**src/rtl/lif_pkg.sv**
```systemverilog
// Shared types and constants for the lif_array neuron block: coupling
// mode and FSM state enums, default parameter values, and the LFSR
// seed/taps used by the optional noise source.
package lif_pkg;

    typedef enum logic [1:0] {
        LIF_INDEP = 2'd0,
        LIF_EXC   = 2'd1,
        LIF_INH   = 2'd2,
        LIF_RING  = 2'd3
    } lif_mode_e;

    typedef enum logic {
        ST_IDLE = 1'b0,
        ST_RUN  = 1'b1
    } lif_state_e;

    localparam int unsigned LIF_N_DEF         = 4;
    localparam int unsigned LIF_W_DEF         = 8;
    localparam int unsigned LIF_CW_DEF        = 5;
    localparam int unsigned LIF_THRESHOLD_DEF = 200;
    localparam int unsigned LIF_RESET_POT_DEF = 50;
    localparam int unsigned LIF_LEAK_DEF      = 5;
    localparam int unsigned LIF_REFRAC_DEF    = 10;

    // Fibonacci LFSR, taps 16,14,13,11 -> register bits 15,13,12,10
    localparam logic [15:0] LIF_LFSR_SEED = 16'hACE1;
    localparam logic [15:0] LIF_LFSR_TAPS = 16'hB400;

    function automatic logic lif_lfsr_fb(input logic [15:0] s);
        return ^(s & LIF_LFSR_TAPS);
    endfunction

endpackage

```
**src/rtl/lif_array_if.sv**
```systemverilog
// Stimulus/config and readout bundle for lif_array. The master side
// drives enable, tick, currents, coupling config and readout address.
interface lif_array_if #(
    parameter int N  = 4,
    parameter int W  = 8,
    parameter int CW = 5
);
    logic                 ena;
    logic                 tick;
    logic [N*CW-1:0]      base_current;
    logic [1:0]           mode;
    logic [3:0]           gain;
    logic                 busy;
    logic                 done;
    logic [N-1:0]         spikes;
    logic                 overrun;
    logic [$clog2(N)-1:0] rd_addr;
    logic [W-1:0]         rd_potential;

    modport master (
        output ena, tick, base_current, mode, gain, rd_addr,
        input  busy, done, spikes, overrun, rd_potential
    );

    modport slave (
        input  ena, tick, base_current, mode, gain, rd_addr,
        output busy, done, spikes, overrun, rd_potential
    );
endinterface

```
**src/rtl/lif_update.sv**
```systemverilog
// Combinational single-neuron update: refractory countdown, or
// integrate (potential + current + coupling - leak + noise) with
// saturation to 0..2^W-1 and threshold/spike decision.
module lif_update
    import lif_pkg::*;
#(
    parameter int          W         = 8,
    parameter int          CW        = 5,
    parameter int          RW        = 4,
    parameter int          SW        = 21,
    parameter int unsigned THRESHOLD = 200,
    parameter int unsigned RESET_POT = 50,
    parameter int unsigned LEAK      = 5,
    parameter int unsigned REFRAC    = 10
) (
    input  logic [W-1:0]         i_v,
    input  logic [RW-1:0]        i_refr,
    input  logic [CW-1:0]        i_cur,
    input  logic signed [SW-1:0] i_coup,
    input  logic [1:0]           i_noise,
    output logic [W-1:0]         o_v_next,
    output logic [RW-1:0]        o_refr_next,
    output logic                 o_spike
);
    localparam logic signed [SW-1:0] VMAX = SW'((2**W) - 1);

    logic signed [SW-1:0] w_sum;
    logic [W-1:0]         w_sat;

    // Wide signed sum, clamped so the potential never wraps
    always_comb begin
        w_sum = $signed(SW'(i_v)) + $signed(SW'(i_cur)) + i_coup
              - $signed(SW'(LEAK)) + $signed(SW'(i_noise));
        if (w_sum[SW-1]) begin
            w_sat = '0;
        end else if (w_sum > VMAX) begin
            w_sat = '1;
        end else begin
            w_sat = w_sum[W-1:0];
        end
    end

    // Refractory hold, or spike/integrate decision
    always_comb begin
        o_v_next    = W'(RESET_POT);
        o_refr_next = '0;
        o_spike     = 1'b0;
        if (i_refr != '0) begin
            o_refr_next = i_refr - RW'(1);
        end else if (32'(w_sat) >= THRESHOLD) begin
            o_spike     = 1'b1;
            o_refr_next = RW'(REFRAC);
        end else begin
            o_v_next = w_sat;
        end
    end
endmodule

```
**src/rtl/lif_array.sv**
```systemverilog
// Time-multiplexed array of N leaky integrate-and-fire neurons sharing
// one lif_update datapath. Each accepted tick walks neurons 0..N-1, one
// per enabled cycle, coupling through the previous timestep's spikes.
// Optional feature: define LIF_ARRAY_NOISE_EN to add 0..3 LFSR noise to
// every non-refractory update.
module lif_array
    import lif_pkg::*;
#(
    parameter int          N         = LIF_N_DEF,
    parameter int          W         = LIF_W_DEF,
    parameter int          CW        = LIF_CW_DEF,
    parameter int unsigned THRESHOLD = LIF_THRESHOLD_DEF,
    parameter int unsigned RESET_POT = LIF_RESET_POT_DEF,
    parameter int unsigned LEAK      = LIF_LEAK_DEF,
    parameter int unsigned REFRAC    = LIF_REFRAC_DEF
) (
    input logic         clk,
    input logic         rst,
    lif_array_if.slave  bus
);
    localparam int RW = $clog2(REFRAC + 1);
    localparam int AW = $clog2(N);
    localparam int SW = W + CW + 8;

    lif_state_e           r_state, w_state_nxt;
    logic [AW-1:0]        r_idx;
    logic [W-1:0]         r_v    [N];
    logic [RW-1:0]        r_refr [N];
    logic [N-1:0]         r_prev_spk, r_new_spk, r_spikes;
    logic                 r_done, r_overrun;
    logic [W-1:0]         r_rd;

    logic                 w_start, w_update, w_last;
    logic [CW-1:0]        w_cur;
    logic [4:0]           w_k;
    logic [8:0]           w_c;
    logic [AW-1:0]        w_ring_src;
    logic signed [SW-1:0] w_coup;
    logic [1:0]           w_noise;
    logic [W-1:0]         w_v_nxt;
    logic [RW-1:0]        w_refr_nxt;
    logic                 w_spike;

    assign w_start  = (r_state == ST_IDLE) && bus.ena && bus.tick;
    assign w_update = (r_state == ST_RUN) && bus.ena;
    assign w_last   = (r_idx == AW'(N - 1));
    assign w_cur    = bus.base_current[32'(r_idx) * CW +: CW];

    // Coupling term for the neuron currently being updated
    always_comb begin
        w_k = '0;
        for (int unsigned i = 0; i < N; i++) begin
            if ((i != 32'(r_idx)) && r_prev_spk[i]) begin
                w_k = w_k + 5'd1;
            end
        end
        w_c        = 9'(bus.gain) * 9'(w_k);
        w_ring_src = (r_idx == '0) ? AW'(N - 1) : r_idx - AW'(1);
        w_coup     = '0;
        case (lif_mode_e'(bus.mode))
            LIF_INDEP: w_coup = '0;
            LIF_EXC:   w_coup = $signed(SW'(w_c));
            LIF_INH:   w_coup = -$signed(SW'({w_c, 1'b0}));
            LIF_RING:  w_coup = r_prev_spk[w_ring_src] ? $signed(SW'(bus.gain)) : '0;
            default:   w_coup = '0;
        endcase
    end

`ifdef LIF_ARRAY_NOISE_EN
    logic [15:0] r_lfsr;

    // Noise source advances once per neuron update
    always_ff @(posedge clk) begin
        if (rst) begin
            r_lfsr <= LIF_LFSR_SEED;
        end else if (w_update) begin
            r_lfsr <= {r_lfsr[14:0], lif_lfsr_fb(r_lfsr)};
        end
    end

    assign w_noise = r_lfsr[1:0];
`else
    assign w_noise = 2'b00;
`endif

    lif_update #(
        .W         (W),
        .CW        (CW),
        .RW        (RW),
        .SW        (SW),
        .THRESHOLD (THRESHOLD),
        .RESET_POT (RESET_POT),
        .LEAK      (LEAK),
        .REFRAC    (REFRAC)
    ) u_update (
        .i_v         (r_v[r_idx]),
        .i_refr      (r_refr[r_idx]),
        .i_cur       (w_cur),
        .i_coup      (w_coup),
        .i_noise     (w_noise),
        .o_v_next    (w_v_nxt),
        .o_refr_next (w_refr_nxt),
        .o_spike     (w_spike)
    );

    // FSM state register
    always_ff @(posedge clk) begin
        if (rst) begin
            r_state <= ST_IDLE;
        end else begin
            r_state <= w_state_nxt;
        end
    end

    // FSM next state: start on tick, return after the last neuron
    always_comb begin
        w_state_nxt = r_state;
        case (r_state)
            ST_IDLE: if (w_start) w_state_nxt = ST_RUN;
            ST_RUN:  if (w_update && w_last) w_state_nxt = ST_IDLE;
            default: w_state_nxt = ST_IDLE;
        endcase
    end

    // Neuron state arrays, index counter, spike vectors and flags
    always_ff @(posedge clk) begin
        if (rst) begin
            for (int unsigned i = 0; i < N; i++) begin
                r_v[i]    <= W'(RESET_POT);
                r_refr[i] <= '0;
            end
            r_idx      <= '0;
            r_prev_spk <= '0;
            r_new_spk  <= '0;
            r_spikes   <= '0;
            r_done     <= 1'b0;
            r_overrun  <= 1'b0;
        end else begin
            r_done <= 1'b0;
            if (bus.ena) begin
                if (w_start) begin
                    r_prev_spk <= r_spikes;
                    r_idx      <= '0;
                    r_new_spk  <= '0;
                end
                if ((r_state == ST_RUN) && bus.tick) begin
                    r_overrun <= 1'b1;
                end
                if (w_update) begin
                    r_v[r_idx]       <= w_v_nxt;
                    r_refr[r_idx]    <= w_refr_nxt;
                    r_new_spk[r_idx] <= w_spike;
                    r_idx            <= r_idx + AW'(1);
                    if (w_last) begin
                        // last neuron's spike is merged here since new_spk lags a cycle
                        r_spikes <= r_new_spk | (N'(w_spike) << r_idx);
                        r_done   <= 1'b1;
                    end
                end
            end
        end
    end

    // Registered potential readout
    always_ff @(posedge clk) begin
        if (rst) begin
            r_rd <= W'(RESET_POT);
        end else if (32'(bus.rd_addr) < N) begin
            r_rd <= r_v[bus.rd_addr];
        end
    end

    assign bus.busy         = (r_state == ST_RUN);
    assign bus.done         = r_done;
    assign bus.spikes       = r_spikes;
    assign bus.overrun      = r_overrun;
    assign bus.rd_potential = r_rd;
endmodule
```
**src/flat_wrapper.sv**
```systemverilog
// flat-port wrapper written by rule: the top's interface ports become plain ports
module lif_array_flat import lif_pkg::*;
#(
    parameter int          N         = LIF_N_DEF,
    parameter int          W         = LIF_W_DEF,
    parameter int          CW        = LIF_CW_DEF,
    parameter int unsigned THRESHOLD = LIF_THRESHOLD_DEF,
    parameter int unsigned RESET_POT = LIF_RESET_POT_DEF,
    parameter int unsigned LEAK      = LIF_LEAK_DEF,
    parameter int unsigned REFRAC    = LIF_REFRAC_DEF
)
  (clk, rst, bus_ena, bus_tick, bus_base_current, bus_mode, bus_gain, bus_rd_addr, bus_busy, bus_done, bus_spikes, bus_overrun, bus_rd_potential);
  lif_array_if #(.N(N), .W(W), .CW(CW)) bus_i ();
  input logic clk;
  input logic rst;
  input wire logic [$bits(bus_i.ena)-1:0] bus_ena;
  input wire logic [$bits(bus_i.tick)-1:0] bus_tick;
  input wire logic [$bits(bus_i.base_current)-1:0] bus_base_current;
  input wire logic [$bits(bus_i.mode)-1:0] bus_mode;
  input wire logic [$bits(bus_i.gain)-1:0] bus_gain;
  input wire logic [$bits(bus_i.rd_addr)-1:0] bus_rd_addr;
  output wire logic [$bits(bus_i.busy)-1:0] bus_busy;
  output wire logic [$bits(bus_i.done)-1:0] bus_done;
  output wire logic [$bits(bus_i.spikes)-1:0] bus_spikes;
  output wire logic [$bits(bus_i.overrun)-1:0] bus_overrun;
  output wire logic [$bits(bus_i.rd_potential)-1:0] bus_rd_potential;
  assign bus_i.ena = bus_ena;
  assign bus_i.tick = bus_tick;
  assign bus_i.base_current = bus_base_current;
  assign bus_i.mode = bus_mode;
  assign bus_i.gain = bus_gain;
  assign bus_i.rd_addr = bus_rd_addr;
  assign bus_busy = bus_i.busy;
  assign bus_done = bus_i.done;
  assign bus_spikes = bus_i.spikes;
  assign bus_overrun = bus_i.overrun;
  assign bus_rd_potential = bus_i.rd_potential;
  lif_array #(.N(N), .W(W), .CW(CW), .THRESHOLD(THRESHOLD), .RESET_POT(RESET_POT), .LEAK(LEAK), .REFRAC(REFRAC)) u_core (.clk(clk), .rst(rst), .bus(bus_i));
endmodule
```
**config.mk**
```make
export PLATFORM = sky130hd
export DESIGN_NAME = lif_array_flat
export DESIGN_NICKNAME = d
export VERILOG_FILES = /design/src/rtl/lif_pkg.sv /design/src/rtl/lif_array_if.sv /design/src/rtl/lif_update.sv /design/src/rtl/lif_array.sv /design/src/flat_wrapper.sv
export SDC_FILE = /design/constraint.sdc
export NUM_CORES = 1
export LEC_CHECK = 0
export CELL_PAD_IN_SITES_DETAIL_PLACEMENT = 1
export CELL_PAD_IN_SITES_GLOBAL_PLACEMENT = 1
export CORE_AREA = 4 4 124 126
export DETAILED_ROUTE_END_ITERATION = 10
export DIE_AREA = 0 0 128 130
export GPL_TIMING_DRIVEN = 0
export PLACE_DENSITY_LB_ADDON = 0.15
export SKIP_LAST_GASP = 1
export SYNTH_ARGS = -nofsm -noshare
export SYNTH_HDL_FRONTEND = slang
export SYNTH_SLANG_ARGS = --single-unit
export TNS_END_PERCENT = 20
```
**constraint.sdc**
```tcl
create_clock -name clk -period 7.4 [get_ports clk]
set_input_delay 2.22 -clock clk [delete_from_list [all_inputs] [get_ports clk]]
set_output_delay 2.22 -clock clk [all_outputs]
set_load 0.03 [all_outputs]
```
# Yosys cells after proc, flatten, opt, wreduce, memory -nomap -nowiden
# Memory sizes are Yosys's and may differ from the RTL's. A register that Yosys moved wholly into a read port is not among the register bits.
# Index checks and enable logic that the tools add are counted.
# totals
ff_bits	17
ramBits	48
input_bits	32
out_inout_bits	15
memories	2
# memory_table
memory	words	width	rd	rd_clocked_by_memory_dff	write_ports	line	rtl
u_core.r_v	4	8	2	2	4	lif_array.sv:27	logic [W-1:0] r_v [N];
u_core.r_refr	4	4	1	1	4	lif_array.sv:28	logic [RW-1:0] r_refr [N];
# classes
add_sub_neg	10
n_mul	2
magnitude_cmp	5
eq_ne	7
n_shift	2
mux	46
bitwise	4
reduce_logical	22
# op_table
cell	n
$pmux 21 s4	1
$mux 8	5
$mux 4	8
$add 21x21->21	1
$gt 21x9->1 const B	1
$neg 10->21	1
$sub 21x4->21 const B	1
$shiftx 20x6->5	1
$mux 2	9
$mux 1	16
$add 5x1->5 const B	3
$mux 5	3
$logic_and 1x1->1	10
$add 8x5->9	1
$mul 4x5->9	1
$ge 8x8->1 const B	1
$reduce_or 8->1	1
$eq 2x2->1 const B	3
$lt 2x3->1 const B	2
$reduce_and 2->1	3
$mul 2x3->5 const B	1
$bwmux 4	1
$logic_not 2->1	2
$ne 2x2->1 const A	2
other kinds (17)	20

# Longest topological paths before layout
# Gate-level depths: netlist (run 1).
# depth
word_depth	22
depth_mapped	35
depth_no_buf	34

# Cells and area by module
# Synthesis (run 1) repeated with hierarchy kept, for this count alone.
# unflattened
hier_cells	637
hier_area_um2	6451.2
# modules_own_cells
module	n_inst	cells_each	area_per_inst_um2	seq_area_each_um2
lif_array	1	371	4433.0	1981.9
lif_update	1	266	2018.2	0.0

# Worst setup path before layout (run 1)
# Ideal clock, no wire load.
# synth_path
path_kind	input -> register
start	input port bus_gain[3]
end	memory u_core.r_v[0][1] (data pin)
setup_ns	0.280
arrival_ns	7.298
required_time_ns	7.120
setup_slack_ns	-0.178
cell_stages	23
path_cell_list	nand2_1 fa_1 fa_1 inv_1 ha_1 a21o_1 a21oi_1 xnor2_1 nand2_1 or3_1 a32oi_1 ha_1 inv_1 ha_1 a211o_1 a21oi_2 o211ai_2 a2111o_1 a2111oi_2 nor3b_2 nor2_4 buf_2 o21ai_0
# synth_lines
element	line	rtl
from (decl)	flat_wrapper.sv:20	input wire logic [$bits(bus_i.gain)-1:0] bus_gain;
to (decl)	lif_array.sv:27	

==> results.md, run 1 <==
* Layout Utilization at 0.544
* Layout area overhead at 28.5%
* Arrival time at the worst endpoint at 7620 ps
* Most common cell after layout, fill and taps aside: edfxtp_1
* I/O Buffers at 42
* Worst hold path class: flop to flop
* Pre-antenna DRT Iters at 4
* Post-synth EDFFs at 48
* Die extent in x at 128 µm
* Placed cells at 830
* Syn Inst Count at 602
* Slew Limit Fails at 0
* Pleak at 3.10 nW
* Buffers & Inverters on Critical Path at 5
* Die H at 130 µm
* Rel. slew slack at 0.278
* CTS tree: built
* Final std cells w/o fill at 880
* Clk_lat worst skew at 350 ps
* Maximum vdd drop at 0.000147 V
* CTS hold repair buffers at 0
* Total power at 1.36 mW
* Ys async rst share at 0
* Total gr overflow at 0
* Tcrit/Tclk final at 1.02
* Vias per cell at 5.76
* Clock-pin slew on the worst setup and hold paths at 70 ps
* Mean routed wirelength per cell at 20.1 µm
* Final Net Count at 784
* Largest net degree at the start of global routing at 16
* Status: finished with violations
* Initial antenna violation count at 0
* Share of layout cells above drive strength 1 at 0.270
* Core Footprint at 14300 µm²
* # clock sinks at 75
* Power Dens Cells at 174 nW/µm²
* GRT Total Usage at 0.215
* Worst slack at placement at -1630 ps
* Synth Cell Area at 6060 µm²
* Die ar. at 16600 µm²
* Worst Path Required at 7470 ps
* Most frequent cells in the layout: edfxtp_1, inv_1, ha_1, clkdlybuf4s50_1, a21oi_1
* Initial core utilization at 0.424
* DP Wirelength at 12900 µm
* Minimum clock period at 7550 ps
* First-pass GRT wire length at 28400 µm
* DR iter-0 viols at 226
* CTS max path bufs at 2
* RSZ-0062 raised after global routing: yes
* Worst-margin pin slew at 1080 ps
* Root buffer cell: clkbuf_16
* CP max FO at 6
* WS Path Type: input pin to flop
* Yosys top cell area share at 0.238
* H-tree Lvls at 3
* Skew final at 10.1 ps
* Post-route ant nets at 0
* Top cells by area, synth: edfxtp_1, ha_1, mux4_2, dfxtp_1, inv_1
* Max stage delay on crit path at 580 ps
* PnR worst setup slack at -150 ps
* FMAX at 132 MHz
* # diodes at 0
* Row count at 44
* Slowest CP cell: fa_1
* Synth unique cells at 72
* YS warnings at 0
* Vias in the first global route at 5321
* Final Hold Fails at 0
* Hold slack final at 483 ps
* Routability cong. at 0.819
* CTS buffer count at 9
* Post-layout instance area at 7790 µm²
* Delay-heaviest family, CP: adder cells
* Max_cap viols at 0
* # fillers at 1544
* Setup-failing EPs final at 47
* Ports at 47
* Post-DP Area at 6730 µm²
* Seq/Total Area, Yosys at 0.327
* Synth Register Bits at 75
* Synth area leader: edfxtp_1
* Synth Flop Type: edfxtp_1
* CP endpoint kind: flop
* Failing checks: setup timing
* Setup tns final at -4090 ps
* Syn Area/Cell at 10.1 µm²
* Via count at 5065
* # DRC at 0
* Total Wirelength at 17700 µm
* Crit start category: input pin
final timing paths:
kind | start | end | slack [ps] | cells after the start
worst min register to register | u_core.bus.overrun | u_core.bus.overrun | 480 | 2
worst max-delay path | bus_gain[2] | u_core.r_v[3][4] | -150 | 26
worst max register to register | u_core.r_idx[1] | u_core.r_refr[0][3] | -40 | 33
worst min-delay path | u_core.bus.overrun | u_core.bus.overrun | 480 | 2
cell usage after synthesis, types with 4 or more instances:
master,count
nor2b_1,14
nand3_1,11
clkbuf_1,18
a31oi_1,8
inv_1,52
o21ai_0,33
edfxtp_1,48
a22oi_1,9
and2_1,7
dfxtp_1,27
nand2b_1,14
nor4_1,6
o21a_1,4
and3_1,16
nor2_1,31
a21oi_1,37
nand2_1,32
mux2i_1,5
buf_2,4
a21o_1,18
nor3_1,8
or2_2,6
xor2_1,15
xnor2_1,14
ha_1,55
nand3b_1,4
nor3b_1,7
mux4_2,26
fa_1,6
routing by layer:
metal,vias up,routed length [µm],global-route usage
met5,-,0,0
met4,0,302,0.0537
met3,24,347,0.0209
met2,64,9370,0.403
met1,2573,7660,0.267
li1,2404,-,-
flip-flops by register name, indices dropped and copies added (netlist names), named ones only:
name,flops
u_core.bus.done,1
u_core.bus.overrun,1
u_core.r_new_spk,4
u_core.bus.busy,1
u_core.bus.spikes,4
u_core.r_v,32
u_core.bus.rd_potential,8
u_core.r_refr,16
u_core.r_idx,2
u_core.r_prev_spk,4
worst reg2reg max path: cells and delay by family (launching register included):
kind	cells	cell delay, ps
xor gates and xnor gates	3	570
AOI/OAI and AO/OA	7	1800
DFF	1	370
adders and majority gates	8	2290
buffers and inverters	6	520
and+or+nand+nor	9	1700
cell type report:
class                           instances  area, µm²  area share
Buffer                                 27        138      0.0177
Clock buffer                            9        225      0.0289
Clock inverter                          7       58.8     0.00755
Inverter                               52        200      0.0257
Multi-Input combinational cell        448       4210       0.541
Sequential cell                        75       1990       0.255
Tap cell                              184        230      0.0296
Timing Repair Buffer                   78        736      0.0945
what timing repair did:
| action | 4_1_cts | 5_1_grt |
|---|---|---|
| buffers inserted | 20 | 13 |
| gates cloned | 2 | 1 |
| pin swaps | 35 | 37 |
| endpoints found under the setup margin | 48 | 48 |
| resized for setup | 89 | 48 |
cell families (layout without fill, tap and decap cells):
kind of cell | count (synthesis) | count (layout) | synth area share
multiplexers | 34 | 34 | 0.110
AND/OR/NAND/NOR | 172 | 172 | 0.158
other | 2 | 4 | 0.00124
buffers and inverters | 81 | 173 | 0.0545
XOR/XNOR | 29 | 29 | 0.0419
AO/OA/AOI/OAI | 148 | 148 | 0.174
flip-flops | 75 | 75 | 0.327
adder cells (fa/ha/maj) | 61 | 61 | 0.133
report_power, final:
group | internal [mW] | switching, mW | leakage (nW)
logic | 0.199 | 0.274 | 2.29
registers | 0.455 | 0.00549 | 0.675
clock network | 0.232 | 0.192 | 0.133
total | 0.885 | 0.471 | 3.10
Power figures use the tool's default switching activity.
==> run 2, diff against run 1 <==
- CORE_AREA: 4 4 124 126 -> 4 4 161 163
- DIE_AREA: 0 0 128 130 -> 0 0 165 167
- SKIP_LAST_GASP: 1 -> not set
==> run 2 against run 1 <==
  * The run still ends with setup timing left
  * Sequential power is essentially flat
  * Routed wire length grew 6.3%
  * Non-clock buffer count shrank 8
  * Total power grew 5.1%
  * Clock power grew 11%
  * Register-to-register slack is essentially flat
  * Combinational power grew 4.7%
  * Via count shrank 3.0%
  * Worst setup slack gained 2.3 ps
  * Critical endpoint is now u_core.bus.spikes[0]
  * Largest cell class unchanged
==> results.md, run 2 (synthesis gave the netlist of run 1 again) <==
* H-tree Lvls at 3 (unchanged)
* Final Net Count at 776 (-1.0%)
* Status: finished with violations
* Pre-antenna DRT Iters at 5 (+1)
* Initial antenna violation count at 0 (unchanged)
* CTS max path bufs at 2 (unchanged)
* Maximum vdd drop at 0.000109 V (-26%)
* PnR worst setup slack at -148 ps (+2.29 ps)
* Max_cap viols at 0 (unchanged)
* DR iter-0 viols at 211 (-6.6%)
* Worst hold path class: flop to flop
* Worst-margin pin slew at 1200 ps (+127 ps)
* Core Footprint at 24300 µm² (+70%)
* RSZ-0062 raised after global routing: yes
* Pleak at 3.07 nW (-0.95%)
* Minimum clock period at 7550 ps (-2.29 ps)
* Delay-heaviest family, CP: compound AO/OA/AOI/OAI gates
* Post-route ant nets at 0 (unchanged)
* Worst path cell trace: buf_8 > nand2_4 > fa_1 > fa_1 > inv_1 > ha_1 > a21o_1 > a21oi_2 > xnor2_2 > nand2_2 > or3_4 > a32oi_2 > ha_1 > inv_2 > ha_4 > a211o_1 > a21oi_2 > o211ai_4 > a2111o_1 > nand3_1 > nor3b_4 > o211ai_4 > buf_4 > o41ai_2
* GRT Total Usage at 0.140 (-0.0757)
* Cells on worst reg2reg path at 32 (-3.0%)
* Rel. slew slack at 0.192 (-0.0853)
* Via count at 4911 (-3.0%)
* Row count at 57 (+30%)
* Slew Limit Fails at 0 (unchanged)
* Ports at 47 (unchanged)
* Vias in the first global route at 5481 (+3.0%)
* First-pass GRT wire length at 30200 µm (+6.4%)
* Most frequent cells in the layout: inv_1, edfxtp_1, ha_1, clkdlybuf4s50_1, a21oi_1
* Worst Path Required at 7630 ps (+160 ps)
* Max stage delay on crit path at 560 ps (-20 ps)
* Arrival time at the worst endpoint at 7780 ps (+160 ps)
* CTS hold repair buffers at 0 (unchanged)
* Placed cells at 970 (+17%)
* CP max FO at 5 (-1)
* Mean routed wirelength per cell at 18.6 µm (-7.5%)
* Clock-pin slew on the worst setup and hold paths at 60 ps (about the same)
* Buffers & Inverters on Critical Path at 4 (-1)
* Clk_lat worst skew at 340 ps (about the same)
* Crit start category: input pin
* Initial core utilization at 0.249 (-0.174)
* FMAX at 132 MHz (about the same)
* Routability cong. at 0.784 (-4.3%)
* Tcrit/Tclk final at 1.02 (about the same)
* Setup tns final at -1490 ps (+2600 ps)
* # DRC at 0 (unchanged)
* Vias per cell at 4.85 (-16%)
* Total gr overflow at 0 (unchanged)
* # fillers at 2713 (+76%)
* Failing checks: setup timing
* Final std cells w/o fill at 1012 (+15%)
* I/O Buffers at 42 (unchanged)
* Total Wirelength at 18800 µm (+6.3%)
* Post-DP Area at 6910 µm² (+2.6%)
* Setup-failing EPs final at 26 (-45%)
* Share of layout cells above drive strength 1 at 0.256 (-0.0143)
* DP Wirelength at 14300 µm (+11%)
* Top reg by flops: u_core.r_v
* Die extent in x at 165 µm (+29%)
* WS Path Type: input pin to flop
* # clock sinks at 75 (unchanged)
* CTS buffer count at 9 (unchanged)
* Slowest CP cell: fa_1
* Post-layout instance area at 7960 µm² (+2.2%)
* CP endpoint kind: flop
* Die ar. at 27600 µm² (+66%)
* Max reg flops at 32 (unchanged)
* Cell count along the critical path at 24 (-7.7%)
* Root buffer cell: clkbuf_16
* Largest net degree at the start of global routing at 15 (-1)
* Skew final at 5.93 ps (-4.16 ps)
* Worst hold path depth at 2 (unchanged)
* Power Dens Cells at 179 nW/µm² (+2.8%)
* CTS tree: built
* # diodes at 0 (unchanged)
* Final Hold Fails at 0 (unchanged)
* Layout area overhead at 31.3%
* Die H at 167 µm (+28%)
run 2: worst reg2reg max path: cells and delay by family (launching register included):
kind	cells	cell delay (ps)
multiplexers	1	170
AO/OA/AOI/OAI	9	2150
buffers and inverters	6	560
flip-flops	1	390
XOR/XNOR	2	300
AND/OR/NAND/NOR	6	1310
adder cells (fa/ha/maj)	8	2450
run 2: per-layer routing:
metal	GRT usage	share of wire
met4	0.0293	0.0094
met3	0.0131	0.011
met1	0.174	0.45
met2	0.259	0.53
met5	0	0
run 2: worst paths after layout:
kind / startpoint / end / slack [ps]
max: bus_gain[3] / u_core.bus.spikes[0] / -150
min: u_core.bus.overrun / u_core.bus.overrun / 470
max reg2reg: u_core.r_idx[1] / u_core.bus.spikes[0] / -30
min reg2reg: u_core.bus.overrun / u_core.bus.overrun / 470
run 2: final cells by class:
class | instances | area [µm²] | area share
buffer | 27 | 148 | 0.0185
tap | 324 | 405 | 0.0509
clock buffer | 10 | 250 | 0.0314
inverter | 52 | 198 | 0.0248
timing repair buffer | 70 | 662 | 0.0831
multi-input combinational | 448 | 4240 | 0.533
clock inverter | 6 | 71.3 | 0.00896
sequential | 75 | 1990 | 0.250
run 2: power by group:
group | internal [mW] | total, mW | leakage (nW) | switching [mW]
sequential | 0.455 | 0.460 | 0.675 | 0.00540
clock | 0.284 | 0.470 | 0.150 | 0.186
combinational | 0.211 | 0.495 | 2.24 | 0.284
total | 0.950 | 1.43 | 3.07 | 0.475
run 2: timing repair:
item | CTS | global route
endpoints found under the setup margin | 48 | 48
hold endpoints to repair | 0 | 0
gates resized for setup | 72 | 64
setup buffers | 14 | 13
gates cloned | 2 | 1
pin swaps | 26 | 42
run 2: stage by stage:
stage	hold slack (ps)	power, mW	worst slack (ps)	util
2_1_floorplan	459	0.770	190	-
3_3_place_gp	448	0.884	-1520	0.284
3_5_place_dp	458	0.890	-1720	0.284
4_1_cts	473	1.40	-278	0.312
5_1_grt	488	1.51	-369	0.327
6_report	466	1.43	-148	0.327
==> run 3, diff against run 2 <==
- PLACE_DENSITY_LB_ADDON: 0.15 -> 0.1
- SLEW_MARGIN: not set -> 40
==> run 3 against run 2 <==
  * The run still ends with setup timing left
  * Hold slack improved by 7.4 ps
  * Via count increased by 2.1%
  * Routed wire length grew 3.8%
  * Clock skew hardly changed
  * Die area stayed put
  * Total power rose by 1.2%
  * Sequential share of layout area down 0.76 points
  * Register-to-register slack better by 90 ps
  * Cell count grew 1.7%
==> results.md, run 3 (synthesis gave the netlist of run 1 again) <==
* DP Wirelength at 14600 µm (+2.2%)
* Vias in the first global route at 5545 (+1.2%)
* Cells on worst reg2reg path at 33 (+3.1%)
* Slowest CP cell: fa_1
* Post-route ant nets at 0 (unchanged)
* First-pass GRT wire length at 31100 µm (+2.8%)
* CTS buffer count at 9 (unchanged)
* Setup-failing EPs final at 17 (-35%)
* Worst slack at placement at -1840 ps (-126 ps)
* Die H at 167 µm (unchanged)
* Maximum vdd drop at 0.000105 V (-3.5%)
* Max stage delay on crit path at 550 ps (about the same)
* Mean routed wirelength per cell at 19.0 µm (+2.1%)
* Via count at 5012 (+2.1%)
* # fillers at 2677 (-1.3%)
* Worst-margin pin slew at 820 ps (-382 ps)
* # diodes at 0 (unchanged)
* Crit start category: input pin
* Die extent in x at 165 µm (unchanged)
* Post-DP Area at 6920 µm² (about the same)
* Arrival time at the worst endpoint at 7500 ps (-280 ps)
* Core Footprint at 24300 µm² (unchanged)
* Placed cells at 970 (unchanged)
* Delay-heaviest family, CP: compound AO/OA/AOI/OAI gates
* FMAX at 134 MHz (+1.4%)
* Routability cong. at 0.772 (-1.5%)
* I/O Buffers at 42 (unchanged)
* Initial antenna violation count at 0 (unchanged)
* HP Start: u_core.bus.overrun
* Layout area overhead at 35.6%
* Final std cells w/o fill at 1029 (+1.7%)
* Row count at 57 (unchanged)
* Rel. slew slack at 0.454 (+0.261)
* CP max FO at 6 (+1)
* Status: finished with violations
* Root buffer cell: clkbuf_16
* Worst hold path class: flop to flop
* GRT Total Usage at 0.144 (+0.00437)
* Final Hold Fails at 0 (unchanged)
* Failing checks: setup timing
* Worst r2r dst: u_core.r_v[2][4]
* Worst Path Required at 7450 ps (-180 ps)
* Total gr overflow at 0 (unchanged)
* Power Dens Cells at 175 nW/µm² (-2.0%)
* # DRC at 0 (unchanged)
* Skew final at 6.03 ps (+0.100 ps)
* PnR worst setup slack at -43.1 ps (+105 ps)
* Total power at 1.44 mW (+1.2%)
* CTS tree: built
* Largest net degree at the start of global routing at 13 (-2)
* Pleak at 3.18 nW (+3.7%)
* Tcrit/Tclk final at 1.01 (-0.0141)
* Top reg by flops: u_core.r_v
* CTS max path bufs at 2 (unchanged)
* WS Path Type: input pin to flop
* Pre-antenna DRT Iters at 4 (-1)
* Layout Utilization at 0.338 (+0.0107)
* Vias per cell at 4.87 (+0.37%)
* DR iter-0 viols at 146 (-31%)
* RSZ-0062 raised after global routing: yes
* Clock-pin slew on the worst setup and hold paths at 60 ps (about the same)
* Max reg flops at 32 (unchanged)
* Initial core utilization at 0.249 (unchanged)
* Slew Limit Fails at 0 (unchanged)
* Hold slack final at 474 ps (+7.38 ps)
* Max_cap viols at 0 (unchanged)
* Ports at 47 (unchanged)
* Minimum clock period at 7440 ps (-105 ps)
* Area occupied by multi-input gates at 4350 µm² (+2.7%)
* Most frequent cells in the layout: edfxtp_1, inv_1, ha_1, buf_4, clkdlybuf4s50_1
* R2R Setup Slk at 60 ps (+90 ps)
* Register area at 1990 µm² (+0.13%)
* Total Wirelength at 19500 µm (+3.8%)
* H-tree Lvls at 3 (unchanged)
* Clk_lat worst skew at 340 ps (about the same)
* Final Net Count at 793 (+2.2%)
* Post-layout instance area at 8220 µm² (+3.3%)
* Most common cell after layout, fill and taps aside: edfxtp_1
* Die ar. at 27600 µm² (unchanged)
* Worst reg2reg startpoint: u_core.r_idx[0]
* # clock sinks at 75 (unchanged)
* Buffers & Inverters on Critical Path at 5 (+1)
* Setup tns final at -315 ps (+1180 ps)
* Worst Hold Endpoint: u_core.bus.overrun
* Worst hold path depth at 2 (unchanged)
* Share of layout cells above drive strength 1 at 0.302 (+0.0463)
* CP endpoint kind: flop
## run 3: cell count changes in the layout (fill, tap and decap cells not counted), moves of 3 or more
cell	previous run	this run
o21ai_2	4	9
ha_1	47	41
o21ai_0	17	14
buf_4	24	39
ha_4	6	10
## run 3: cell type report
type / count / share of cell area
multi-input combinational: 448 / 0.530
sequential: 75 / 0.242
timing repair buffer: 88 / 0.0983
tap: 324 / 0.0493
clock buffer: 11 / 0.0295
inverter: 52 / 0.0245
buffer: 26 / 0.0175
clock inverter: 5 / 0.00928
## run 3: per-layer routing
metal  track usage  wire (µm)  vias up
li1              -          -     2422
met1         0.192       9000     2541
met2         0.252      10000       32
met3        0.0131        275       17
met4        0.0322        223        0
met5             0          0        -
## run 3: worst min-delay path, delay by kind of cell, from the launching register on
kind / cells / cell delay, ps
AND/OR/NAND/NOR: 1 / 70
AO/OA/AOI/OAI: 1 / 40
flip-flops: 1 / 320
## run 3: timing repair
action	4_1_cts	5_1_grt
endpoints found under the setup margin	48	48
pin swaps	46	38
resized for setup	108	56
buffers inserted	23	20
cloned	2	1
hold buffers	0	0
## run 3: worst max path at each step
stage / slack (ps) / from / end / cells past startpoint
2_1_floorplan: 190 / bus_gain[1] / u_core.r_v[0][1] / 23
3_3_place_gp: -1670 / bus_gain[3] / u_core.r_v[0][1] / 23
3_5_place_dp: -1840 / bus_gain[3] / u_core.r_v[0][1] / 23
4_1_cts: -120 / bus_gain[1] / u_core.r_v[3][4] / 24
5_1_grt: -250 / u_core.r_idx[1] / u_core.r_v[1][5] / 33
6_report: -40 / bus_gain[1] / u_core.r_v[2][4] / 25
## run 3: where the power goes
group          switching [mW]  internal (mW)
combinational           0.289          0.219
clock                   0.171          0.303
sequential            0.00544          0.455
